<file path="src/rtl/uart_rx_stream_driver_if.sv">
`timescale 1ns/1ps
// Receive-stream bundle: serial line and read request in; byte, strobe, fill level and error pulses out.
// master is the receiver side, slave is the consumer that feeds rxd and pulls bytes.
interface uart_rx_stream_driver_if #(
  parameter int FIFO_DEPTH = 16
);
  localparam int CW = $clog2(FIFO_DEPTH + 1);

  logic          rxd;
  logic          readclk;
  logic [7:0]    out;
  logic          outclk;
  logic [CW-1:0] count;
  logic          frame_err;
  logic          overflow;

  modport master (
    input  rxd, readclk,
    output out, outclk, count, frame_err, overflow
  );

  modport slave (
    output rxd, readclk,
    input  out, outclk, count, frame_err, overflow
  );
endinterface

</file>
<file path="src/rtl/uart_rx_stream_driver.sv">
`timescale 1ns/1ps
// 8N1 UART receiver with 3-sample majority vote feeding a byte FIFO drained one byte per readclk.
// Read latency 1 cycle; a full FIFO drops the new byte with an overflow pulse unless read in the push cycle.
module uart_rx_stream_driver #(
  parameter int CYCLES_PER_BIT = 10,
  parameter int FIFO_DEPTH     = 16
) (
  input logic                     clk,
  input logic                     rst,
  uart_rx_stream_driver_if.master bus
);
  localparam int H   = CYCLES_PER_BIT / 2;
  localparam int CW  = $clog2(FIFO_DEPTH + 1);
  localparam int AW  = $clog2(FIFO_DEPTH);
  localparam int CCW = $clog2(CYCLES_PER_BIT);
  localparam int SCW = $clog2(H);
  localparam logic [SCW-1:0] START_LAST = SCW'(H - 1);
  localparam logic [CCW-1:0] CYC_LAST   = CCW'(CYCLES_PER_BIT - 1);
  localparam logic [CW-1:0]  FULL_LVL   = CW'(FIFO_DEPTH);

  typedef enum logic [1:0] {IDLE, DATA, STOP, WAIT_IDLE} state_t;

  state_t         state_q, state_d;
  logic [1:0]     sync_q, hist_q;
  logic           rxd_s, maj;
  logic [SCW-1:0] start_cnt;
  logic [CCW-1:0] cyc_cnt;
  logic [3:0]     bit_cnt;
  logic [7:0]     shreg;
  logic           mid_bit, shift_en, push, pop, full, frame_err_d, overflow_d;
  logic [7:0]     mem [FIFO_DEPTH];
  logic [AW-1:0]  wr_ptr, rd_ptr;
  logic [CW-1:0]  count_q;
  logic [7:0]     out_q;
  logic           outclk_q, frame_err_q, overflow_q;

  assign rxd_s   = sync_q[1];
  assign maj     = (rxd_s & hist_q[0]) | (rxd_s & hist_q[1]) | (hist_q[0] & hist_q[1]);
  assign mid_bit = (cyc_cnt == CYC_LAST);
  assign full    = (count_q == FULL_LVL);
  assign pop     = bus.readclk && (count_q != '0);

  always_ff @(posedge clk or posedge rst) begin
    if (rst) begin
      sync_q <= 2'b11;
      hist_q <= 2'b11;
    end else begin
      sync_q <= {sync_q[0], bus.rxd};
      hist_q <= {hist_q[0], rxd_s};
    end
  end

  always_ff @(posedge clk or posedge rst) begin
    if (rst) state_q <= IDLE;
    else     state_q <= state_d;
  end

  always_comb begin
    state_d = state_q;
    unique case (state_q)
      IDLE:      if (start_cnt == START_LAST) state_d = DATA;
      DATA:      if (mid_bit && bit_cnt == 4'd7) state_d = STOP;
      STOP:      if (mid_bit) state_d = maj ? IDLE : WAIT_IDLE;
      WAIT_IDLE: if (rxd_s) state_d = IDLE;
      default:   state_d = IDLE;
    endcase
  end

  // Stop-bit decision: good byte is pushed, or dropped when full and nobody is reading this cycle.
  always_comb begin
    shift_en    = 1'b0;
    push        = 1'b0;
    frame_err_d = 1'b0;
    overflow_d  = 1'b0;
    if (state_q == DATA && mid_bit) shift_en = 1'b1;
    if (state_q == STOP && mid_bit) begin
      if (!maj)              frame_err_d = 1'b1;
      else if (!full || pop) push        = 1'b1;
      else                   overflow_d  = 1'b1;
    end
  end

  always_ff @(posedge clk or posedge rst) begin
    if (rst) begin
      start_cnt <= '0;
      cyc_cnt   <= '0;
      bit_cnt   <= '0;
      shreg     <= '0;
    end else begin
      if (state_q != IDLE || rxd_s)   start_cnt <= '0;
      else if (start_cnt != START_LAST) start_cnt <= start_cnt + SCW'(1);

      if (state_q == DATA || state_q == STOP) begin
        if (mid_bit) begin
          cyc_cnt <= '0;
          bit_cnt <= bit_cnt + 4'd1;
        end else begin
          cyc_cnt <= cyc_cnt + CCW'(1);
        end
      end else begin
        cyc_cnt <= '0;
        bit_cnt <= '0;
      end

      if (shift_en) shreg <= {maj, shreg[7:1]};
    end
  end

  always_ff @(posedge clk) begin
    if (push) mem[wr_ptr] <= shreg;
  end

  // When full, wr_ptr equals rd_ptr; the read below sees the old entry before this push lands.
  always_ff @(posedge clk or posedge rst) begin
    if (rst) begin
      wr_ptr      <= '0;
      rd_ptr      <= '0;
      count_q     <= '0;
      out_q       <= '0;
      outclk_q    <= 1'b0;
      frame_err_q <= 1'b0;
      overflow_q  <= 1'b0;
    end else begin
      if (push) wr_ptr <= wr_ptr + AW'(1);
      if (pop) begin
        rd_ptr <= rd_ptr + AW'(1);
        out_q  <= mem[rd_ptr];
      end
      if (push && !pop)      count_q <= count_q + CW'(1);
      else if (pop && !push) count_q <= count_q - CW'(1);
      outclk_q    <= pop;
      frame_err_q <= frame_err_d;
      overflow_q  <= overflow_d;
    end
  end

  assign bus.out       = out_q;
  assign bus.outclk    = outclk_q;
  assign bus.count     = count_q;
  assign bus.frame_err = frame_err_q;
  assign bus.overflow  = overflow_q;
endmodule
</file>
<file path="src/flat_wrapper.sv">
// flat-port wrapper written by rule: the top's interface ports become plain ports
module uart_rx_stream_driver_flat 
#(
  parameter int CYCLES_PER_BIT = 10,
  parameter int FIFO_DEPTH     = 16
)
  (clk, rst, bus_rxd, bus_readclk, bus_out, bus_outclk, bus_count, bus_frame_err, bus_overflow);
  uart_rx_stream_driver_if #(.FIFO_DEPTH(FIFO_DEPTH)) bus_i ();
  input logic clk;
  input logic rst;
  input wire logic [$bits(bus_i.rxd)-1:0] bus_rxd;
  input wire logic [$bits(bus_i.readclk)-1:0] bus_readclk;
  output wire logic [$bits(bus_i.out)-1:0] bus_out;
  output wire logic [$bits(bus_i.outclk)-1:0] bus_outclk;
  output wire logic [$bits(bus_i.count)-1:0] bus_count;
  output wire logic [$bits(bus_i.frame_err)-1:0] bus_frame_err;
  output wire logic [$bits(bus_i.overflow)-1:0] bus_overflow;
  assign bus_i.rxd = bus_rxd;
  assign bus_i.readclk = bus_readclk;
  assign bus_out = bus_i.out;
  assign bus_outclk = bus_i.outclk;
  assign bus_count = bus_i.count;
  assign bus_frame_err = bus_i.frame_err;
  assign bus_overflow = bus_i.overflow;
  uart_rx_stream_driver #(.CYCLES_PER_BIT(CYCLES_PER_BIT), .FIFO_DEPTH(FIFO_DEPTH)) u_core (.clk(clk), .rst(rst), .bus(bus_i));
endmodule
</file>
<file path="config.mk">
export PLATFORM = sky130hd
export DESIGN_NAME = uart_rx_stream_driver_flat
export DESIGN_NICKNAME = d
export VERILOG_FILES = /design/src/rtl/uart_rx_stream_driver_if.sv /design/src/rtl/uart_rx_stream_driver.sv /design/src/flat_wrapper.sv
export SDC_FILE = /design/constraint.sdc
export NUM_CORES = 1
export LEC_CHECK = 0
export CAP_MARGIN = 5
export CORE_AREA = 2 2 123 125
export CTS_CLUSTER_SIZE = 25
export DETAILED_ROUTE_END_ITERATION = 12
export DIE_AREA = 0 0 125 127
export PLACE_DENSITY = 0.66
export SKIP_LAST_GASP = 1
export SLEW_MARGIN = 20
export SYNTH_ARGS = -nofsm -noshare
export SYNTH_HDL_FRONTEND = slang
export SYNTH_SLANG_ARGS = --single-unit
</file>
<file path="constraint.sdc">
create_clock -name clk -period 3.2 [get_ports clk]
set_clock_uncertainty 0.1 [all_clocks]
set_input_delay 0.96 -clock clk [delete_from_list [all_inputs] [get_ports clk]]
set_output_delay 0.96 -clock clk [all_outputs]
set_load 0.005 [all_outputs]
</file>
### After elaboration in Yosys (flattened, before gate mapping)

Memory sizes are Yosys's and may differ from the RTL's. A register that Yosys moved wholly into a read port is not among the register bits.
Cells that the tools add are included.

| storage, ports and cells | value |
|---|---|
| memories | 1 |
| bits of input ports | 4 |
| register bits after elaboration | 41 |
| ROM bits | 0 |
| bits in latches | 0 |
| word-level logic and storage cells | 82 |
| memory bits (writable) | 128 |
| output and inout port bits | 16 |

Memory list:

| memory | words | bits a word | rd ports | clocked after memory_dff | write ports | RTL line | text |
|---|---|---|---|---|---|---|---|
| u_core.mem | 16 | 8 | 1 | 1 | 1 | uart_rx_stream_driver.sv:31 | `logic [7:0] mem [FIFO_DEPTH];` |

| cells by class | value |
|---|---|
| add/sub/neg operators | 7 |
| multiply operators | 0 |
| $lt $le $gt $ge | 0 |
| reductions and logical operators | 18 |
| shifts and indexed selects | 0 |
| div/mod/pow operators | 0 |
| bitwise gates (word level) | 5 |
| eq/ne operators | 13 |
| muxes and demuxes | 25 |

Operators with widths:

| operator | count |
|---|---|
| 4-bit by 1-bit adder with 4-bit output, second input constant | 4 |
| 4-bit two-way mux | 4 |
| 1-bit two-way mux | 11 |
| 2-bit two-way mux | 5 |
| 5-bit two-way mux | 2 |
| 2-bit by 1-bit != test with 1-bit output, second input constant | 5 |
| 2-bit case mux with 4 select lines | 1 |
| 1-bit logical AND | 6 |
| 3-bit two-way mux | 2 |
| 2-bit nonzero test | 3 |
| 5-bit by 1-bit adder with 5-bit output, second input constant | 1 |
| 5-bit == test, second input constant | 1 |
| 5-bit nonzero test | 1 |
| 5-bit by 1-bit subtractor with 5-bit output, second input constant | 1 |
| 2-bit == test, second input constant | 2 |
| 4-bit by 3-bit == test with 1-bit output, second input constant | 1 |
| 4-bit == test, second input constant | 1 |
| 4-bit AND reduction | 1 |
| 3-bit by 1-bit adder with 3-bit output, second input constant | 1 |
| 1-bit AND | 3 |
| 3-bit == test, second input constant | 1 |
| 1-bit zero test | 3 |
| 1-bit logical OR | 3 |
| 3-bit != test, second input constant | 1 |
| 3 further kinds | 4 |

### Logic depth before layout (Yosys ltp)

Gate-level depths: netlist (run 1).

| logic depth | value |
|---|---|
| depth in word-level cells | 10 |
| gate-level depth with buffers | 13 |
| depth with buffers taken out | 12 |

### Least setup slack after synthesis (run 1)

OpenSTA, ideal clock, no wires.

| timing | value |
|---|---|
| path type | register to register |
| start point | register u_core.count_q[0] (netlist: u_core.bus.count[0]) |
| end point | register u_core.count_q[4] (netlist: u_core.bus.count[4]) |
| path buffers | 1 |
| clock period less this slack | 2.847 ns |
| stages on the path, launching flop included | 11 |
| arrival time | 2.667 ns |
| setup time | 0.080 ns |
| path slack | 0.353 ns |
| data required time | 3.020 ns |
| cell sequence | dfrtp_1 -> or4_4 -> o21ai_4 -> buf_4 -> ha_1 -> inv_1 -> ha_1 -> a21o_1 -> a21oi_1 -> mux2i_1 -> xnor2_1 |

| between the ends | value |
|---|---|
| cells in the longest elaborated chain, start to end | 9 |
| elaborated cells between the ends (all ways) | 17 |
| those cells by class | add/sub: 2; eq/ne: 1; mux: 5; reduce/logical: 9 |

Ends and longest elaborated chain:

| item | RTL line | text |
|---|---|---|
| from (decl) | uart_rx_stream_driver.sv:33 | `logic [CW-1:0] count_q;` |
| from (signal assigned) | uart_rx_stream_driver.sv:129 | `if (push && !pop) count_q <= count_q + CW'(1);` |
| from (signal assigned) | uart_rx_stream_driver.sv:130 | `else if (pop && !push) count_q <= count_q - CW'(1);` |
| 5-bit == test or 5-bit nonzero test (tied branches) | uart_rx_stream_driver.sv:40, uart_rx_stream_driver.sv:41 |  |
| 1-bit zero test or 1-bit logical AND (tied branches) | uart_rx_stream_driver.sv:78, uart_rx_stream_driver.sv:41 |  |
| 1-bit logical OR | uart_rx_stream_driver.sv:78 | `else if (!full \|\| pop) push = 1'b1;` |
| 1-bit two-way mux | uart_rx_stream_driver.sv:78 |  |
| 1-bit two-way mux | uart_rx_stream_driver.sv:77 | `if (!maj) frame_err_d = 1'b1;` |
| 1-bit two-way mux | uart_rx_stream_driver.sv:76 | `if (state_q == STOP && mid_bit) begin` |
| 1-bit zero test | uart_rx_stream_driver.sv:130 |  |
| 1-bit logical AND | uart_rx_stream_driver.sv:130 |  |
| 2-bit nonzero test (no source line) | n/a |  |

Several ways; a longest one is shown, not always the timed one. The select of a mux whose other input is x is not followed.
A chain may end at the register's enable or synchronous reset.

### Worst setup path in the final report (run 1)

| timing | value |
|---|---|
| start point | register u_core.count_q[0] (netlist: u_core.bus.count[0]) |
| end point | register u_core.count_q[4] (netlist: u_core.bus.count[4]) |

| between the ends | value |
|---|---|
| cells in the longest elaborated chain, start to end | 9 |
| elaborated cells between the ends (all ways) | 17 |
| those cells by class | add/sub: 2; eq/ne: 1; mux: 5; reduce/logical: 9 |

Ends and longest elaborated chain:

| item | RTL line | text |
|---|---|---|
| 5-bit == test or 5-bit nonzero test (tied branches) | uart_rx_stream_driver.sv:40, uart_rx_stream_driver.sv:41 |  |
| 1-bit zero test or 1-bit logical AND (tied branches) | uart_rx_stream_driver.sv:78, uart_rx_stream_driver.sv:41 |  |
| 1-bit logical OR * | uart_rx_stream_driver.sv:78 |  |
| 1-bit two-way mux * | uart_rx_stream_driver.sv:78 |  |
| 1-bit two-way mux * | uart_rx_stream_driver.sv:77 |  |
| 1-bit two-way mux * | uart_rx_stream_driver.sv:76 |  |
| named net u_core.push | uart_rx_stream_driver.sv:30 | `logic mid_bit, shift_en, push, pop, full, frame_err_d, overflow_d;` |
| 1-bit zero test | uart_rx_stream_driver.sv:130 |  |
| 1-bit logical AND | uart_rx_stream_driver.sv:130 |  |
| 2-bit nonzero test (no source line) | n/a |  |

Mark *: on every way through the listed nets, which the timed path passes. The rest lies on a longest branch. The select of a mux whose other input is x is not followed.

==> results.py, run 1 <==
metrics = {
    "setup_path": {
        "crit_required_ns": 3.45,
        "rrSetupSlack_ns": 0.40,
        "timing.rr.end": "u_core.bus.count[4]$_DFFE_PP0P_",
        "rr_startpoint": "u_core.bus.count[0]$_DFFE_PP0P_",
        "start_kind": "register",
        "crit_fanout": 5,
        "r2r.worst_path.cells": 10,
        "critPathCaptureType": "register",
        "cp.arrival_ns": 3.06,
        "path_class": "reg -> reg",
    },
    "min_path": {
        "whs_path_depth": 0,
        "min_from": "u_core.sync_q[0]$_DFF_PP1_",
        "hold_end": "u_core.sync_q[1]$_DFF_PP1_",
        "hold_class": "reg -> reg",
    },
    "sta": {
        "slew_headroom_pct": 40.0,
        "hold_viol_final": 0,
        "min_period_over_period_pct": 87.6,
        "drv_slew": 0,
        "worst_pin_slew_ns": 0.899,
        "setup_viol": 0,
        "hold_ws_ns": 0.257,
        "fmax_ghz": 0.357,
        "rsz0062_at_grt": "no",
        "fin_crit_ns": 2.80,
    },
    "synthesis": {
        "synth.avg_cell_area_sq_um": 17.4,
        "synth_top_family_by_area": "multiplexers",
        "synth_edf_count": 128,
        "ys_async_sr_fraction_pct": 27.7,
        "syn_inst": 413,
        "synth_top_flop_cell": "edfxtp_1",
        "yosysWarningCount": 0,
        "synth-compound-area-share_pct": 2.76,
        "ys_ff_latch": 177,
        "ys_seq_area_share_pct": 70.5,
        "synth-simple-area-share_pct": 6.12,
        "yosys.area_share.adder_pct": 3.72,
        "netlist_area_sq_um": 7200,
        "yosys-mux-area-fraction_pct": 13.0,
        "synth_nets": 437,
        "synth-xor-area-share_pct": 1.95,
        "ys_types": 45,
    },
    "finish": {
        "design_area_sq_um": 8350,
        "drive_gt1_share_pct": 22.7,
        "multi_input_area_sq_um": 1980,
        "area_growth_pct": 16.0,
        "nNetsFinal": 487,
        "fillers": 1111,
        "antenna-diode-count": 0,
        "register_area_sq_um": 5070,
    },
    "routing": {
        "wire_per_inst_microns": 19.1,
        "drc": 0,
        "drt-initial-drc-count": 303,
        "ant_nets": 0,
        "routed_via_density": 5.40,
        "via_count": 3565,
        "drt_wl_total_microns": 12600,
        "dr.pass1.iters": 4,
    },
    "global_route": {
        "grt_pass1_wl_microns": 20400,
        "gr-total-overflow": 0,
        "grt_max_degree": 35,
        "antenna_found_initial": 0,
        "grt_pass1_vias": 3746,
        "grtUsageTotal_pct": 17.3,
    },
    "flow_run": {
        "drv_cap": 0,
    },
    "cts": {
        "clk_pin_slew_ns": 0.07,
        "cts_buffer_depth": 2,
        "post_cts_resized": 0,
        "clock_sinks": 177,
        "cts_tree": "yes",
        "cts_buffers": 17,
        "root_buffer": "clkbuf_16",
        "postCtsHoldBufs": 0,
        "clk_latency_ns": 0.42,
        "post_cts_buffers": 0,
        "cts_htree_levels": 4,
    },
    "placed_design": {
        "port_buffers": 19,
        "dp_hpwl_microns": 8130,
        "place_congestion": 0.779,
        "dpl-instance-area_sq_um": 7750,
    },
    "power": {
        "total_power_uw": 6450,
        "ir_drop_uv": 419,
        "powerDensity_nw_per_um2": 772,
        "leakage_uw": 0.00307,
    },
    "run_status": {
        "status": "completed",
    },
    "floorplan": {
        "rows": 44,
        "fp.dieW_microns": 125,
        "die_h_microns": 127,
        "pin_count": 20,
        "start_util_pct": 49.9,
        "core_area_sq_um": 14400,
        "dieArea_sq_um": 15900,
    },
}
placed cells by master (no fill, tap or decap), drive strengths merged, types with 2 or more instances in the layout:
master / count
ha: 19
buf: 28
xnor2: 15
nor2b: 2
nand2b: 3
edfxtp: 128
clkbuf: 24
nor2: 21
nor3b: 3
dfrtp: 45
dfstp: 4
nand2: 41
bufinv: 2
and2: 3
clkdlybuf4s50: 19
a21oi: 5
mux2: 8
nor3: 6
nand3: 2
inv: 18
o221ai: 7
o21ai: 12
mux4: 33
mux2i: 9
nand4: 3
where the power goes:
part | internal [uW] | total [uW] | switching, uW
Sequential | 2600 | 2810 | 208
Clock | 1250 | 2060 | 804
Combinational | 859 | 1580 | 720
critical path, cell delays in order, from the launching register on:
cell,delay [ns]
dfrtp_1,0.44
or4_4,0.60
nor3b_4,0.25
nor3b_4,0.07
ha_1,0.19
inv_1,0.10
ha_1,0.25
a21o_1,0.18
a21oi_1,0.17
mux2i_1,0.23
xnor2_1,0.13
through the flow:
stage | setup slack, ns | cells | util [%] | setup TNS, ns
final | 0.396 | 660 | 57.9 | 0
after global routing | 0.220 | 660 | 57.9 | 0
after CTS | 0.405 | 660 | 57.9 | 0
after detailed placement | -0.00510 | 628 | 53.7 | -0.00510
after global placement | 0.0317 | 628 | 53.7 | 0
after floorplan | 0.353 | 413 | - | 0
synth_stat cells, drive strengths merged, types with 2 or more instances:
master / number / share of area (%)
edfxtp: 128 / 53
dfrtp: 45 / 16
nand2: 41 / 2.2
mux4: 33 / 10
nor2: 21 / 1.1
ha: 19 / 3.3
xnor2: 15 / 1.8
inv: 14 / 0.73
buf: 13 / 1.1
o21ai: 12 / 0.99
mux2i: 9 / 1.3
mux2: 8 / 1.3
o221ai: 7 / 0.85
nor3: 6 / 0.42
a21oi: 5 / 0.35
dfstp: 4 / 1.5
and2: 3 / 0.26
clkbuf: 3 / 0.16
nand2b: 3 / 0.26
nand4: 3 / 0.26
nor3b: 3 / 0.63
nand3: 2 / 0.14
nor2b: 2 / 0.17
flip-flops by register name, indices dropped and copies added (netlist names):
name and cells:
u_core.start_cnt 3, u_core.bus.outclk 1, u_core.bit_cnt 4, u_core.state_q 2, u_core.shreg 8, u_core.rd_ptr 4, u_core.hist_q 2, u_core.cyc_cnt 4
u_core.mem 128, u_core.wr_ptr 4, u_core.bus.out 8, u_core.bus.frame_err 1, u_core.sync_q 2, u_core.bus.count 5, u_core.bus.overflow 1
layout make-up:
cell class                      count  share of cell area, %
Clock inverter                      8                   1.17
Tap cell                          184                   2.76
Inverter                           14                  0.629
Multi-Input combinational cell    206                   23.7
Sequential cell                   177                   60.8
Clock buffer                       24                   6.01
Timing Repair Buffer               47                   4.94
worst max-delay path by stage:
stage	from	to	depth (start not counted)
floorplan	u_core.bus.count[0]$_DFFE_PP0P_	u_core.bus.count[4]$_DFFE_PP0P_	10
global placement	bus_readclk	u_core.bus.count[4]$_DFFE_PP0P_	11
detailed placement	bus_readclk	u_core.bus.count[4]$_DFFE_PP0P_	10
CTS	u_core.bus.count[0]$_DFFE_PP0P_	u_core.bus.count[4]$_DFFE_PP0P_	10
global route	u_core.bus.count[0]$_DFFE_PP0P_	u_core.bus.count[4]$_DFFE_PP0P_	10
finish	u_core.bus.count[0]$_DFFE_PP0P_	u_core.bus.count[4]$_DFFE_PP0P_	10
logic make-up (layout without fill, tap and decap cells):
family / Yosys count / count (layout)
mux: 50 / 50
fa+ha+maj: 21 / 21
simple gates: 90 / 90
xor+xnor: 16 / 16
compound gates: 29 / 29
flops: 177 / 177
buf+inv: 30 / 93
metal layers:
layer  part of all wire (%)  track usage [%]  vias up
met5                      0                0        -
met4                   0.83             4.90        0
met3                    3.7             4.86        8
met2                     51             28.4       62
met1                     45             23.0     1826
li1                       -                -     1669
No activity file was read; power rests on OpenSTA's default activity.
==> run 2, diff against run 1 <==
RECOVER_POWER = 25   (was default)
clock period = 3.3 ns   (was 3.2 ns; I/O delays follow)
==> results.py, run 2 (synthesis results as in run 1) <==
metrics = {
    "floorplan": {
        "pin_count": 20,
        "rows": 44,
        "fp.dieW_microns": 125,
        "die_h_microns": 127,
        "start_util_pct": 49.9,
        "core_area_sq_um": 14400,
        "dieArea_sq_um": 15900,
    },
    "finish": {
        "area_growth_pct": 14.6,
        "fillers": 1125,
        "multi_input_area_sq_um": 1980,
        "final_util_pct": 57.2,
        "final_cell_mix": "edfxtp_1 (128), dfrtp_1 (45), nand2_1 (40)",
        "layout_commonest_cell": "edfxtp_1",
        "antenna-diode-count": 0,
        "top_register": "u_core.mem",
        "final_cells": 655,
        "register_area_sq_um": 5070,
        "drive_gt1_share_pct": 20.6,
        "nNetsFinal": 483,
        "largest_register_ffs": 128,
    },
    "placed_design": {
        "dp_cells": 624,
        "place_congestion": 0.775,
        "port_buffers": 19,
        "dp_hpwl_microns": 8300,
    },
    "sta": {
        "worst_pin_slew_ns": 0.882,
        "fmax_ghz": 0.345,
        "rsz0062_at_grt": "no",
        "drv_slew": 0,
        "setup_viol": 0,
        "slew_headroom_pct": 41.2,
        "hold_viol_final": 0,
        "setup_tns_ns": 0,
        "fin_crit_ns": 2.90,
        "min_period_over_period_pct": 87.8,
    },
    "cts": {
        "clk_latency_ns": 0.42,
        "post_cts_resized": 0,
        "clk_pin_slew_ns": 0.06,
        "cts_tree": "yes",
        "cts_buffer_depth": 2,
        "root_buffer": "clkbuf_16",
        "cts_buffers": 17,
        "post_cts_buffers": 0,
        "postCtsHoldBufs": 0,
        "clock_sinks": 177,
        "cts_htree_levels": 4,
    },
    "setup_path": {
        "cp.arrival_ns": 3.14,
        "crit_required_ns": 3.54,
        "crit_fanout": 5,
        "path_class": "in -> reg",
        "start_kind": "input pin",
        "rrSetupSlack_ns": 0.43,
        "critPathCaptureType": "register",
    },
    "routing": {
        "ant_nets": 0,
        "drc": 0,
        "wire_per_inst_microns": 19.5,
        "drt-initial-drc-count": 269,
        "via_count": 3603,
        "routed_via_density": 5.50,
        "dr.pass1.iters": 4,
        "drt_wl_total_microns": 12700,
    },
    "flow_run": {
        "drv_cap": 0,
    },
    "power": {
        "leakage_uw": 0.00300,
        "ir_drop_uv": 411,
        "powerDensity_nw_per_um2": 731,
    },
    "global_route": {
        "antenna_found_initial": 0,
        "grtUsageTotal_pct": 17.7,
        "grt_pass1_wl_microns": 20900,
        "grt_max_degree": 35,
        "gr-total-overflow": 0,
        "grt_pass1_vias": 3788,
    },
    "min_path": {
        "hold_class": "reg -> reg",
    },
    "run_status": {
        "status": "completed",
    },
}
run 2: report_power, final:
part | switching (uW) | internal [uW] | total (uW)
sequential | 238 | 2520 | 2760
clock | 776 | 1020 | 1790
combinational | 658 | 820 | 1480
run 2: path summary, 6_finish.rpt:
kind                                                         to                            start  depth (start not counted)
worst max-delay path            u_core.bus.count[4]$_DFFE_PP0P_                      bus_readclk                         10
worst min-delay path                 u_core.sync_q[1]$_DFF_PP1_       u_core.sync_q[0]$_DFF_PP1_                          0
worst max register to register  u_core.bus.count[4]$_DFFE_PP0P_  u_core.bus.count[0]$_DFFE_PP0P_                         10
worst min register to register       u_core.sync_q[1]$_DFF_PP1_       u_core.sync_q[0]$_DFF_PP1_                          0
max in group asynchronous            u_core.sync_q[0]$_DFF_PP1_                              rst                          3
min in group asynchronous       u_core.bus.count[4]$_DFFE_PP0P_                              rst                          2
run 2: layer usage:
layer  up-vias  track usage [%]  wire (microns)
met5         -                0               0
met4         0             4.90             129
met3        10             4.73             475
met2        77             29.3            6340
met1      1858             23.6            5800
li1       1658                -               -
run 2: area by class of cell:
type | count | area share [%]
Clock inverter | 13 | 1.17
Tap cell | 184 | 2.79
Clock buffer | 18 | 5.20
Multi-Input combinational cell | 206 | 24.0
Timing Repair Buffer | 43 | 4.64
Sequential cell | 177 | 61.5
Inverter | 14 | 0.637
run 2: through the flow:
step | hold slack (ns) | worst slack (ns) | instance area (sq um) | total power (uW)
after global placement | 0.248 | 0.0176 | 7720 | 4270
after global routing | 0.266 | 0.278 | 8250 | 6380
after CTS | 0.259 | 0.415 | 8250 | 6120
after floorplan | 0.245 | 0.453 | 7200 | 3850
after detailed placement | 0.250 | -0.0231 | 7720 | 4320
final | 0.261 | 0.404 | 8250 | 6030
run 2: worst max-delay path, stage by stage:
cell and delay [ns]:
clkdlybuf4s50_1 0.52, nor3b_4 0.07, nor3b_4 0.18, ha_1 0.23, inv_1 0.12, ha_1 0.31, a21o_1 0.18, a21oi_1 0.16
mux2i_1 0.23, xnor2_1 0.13
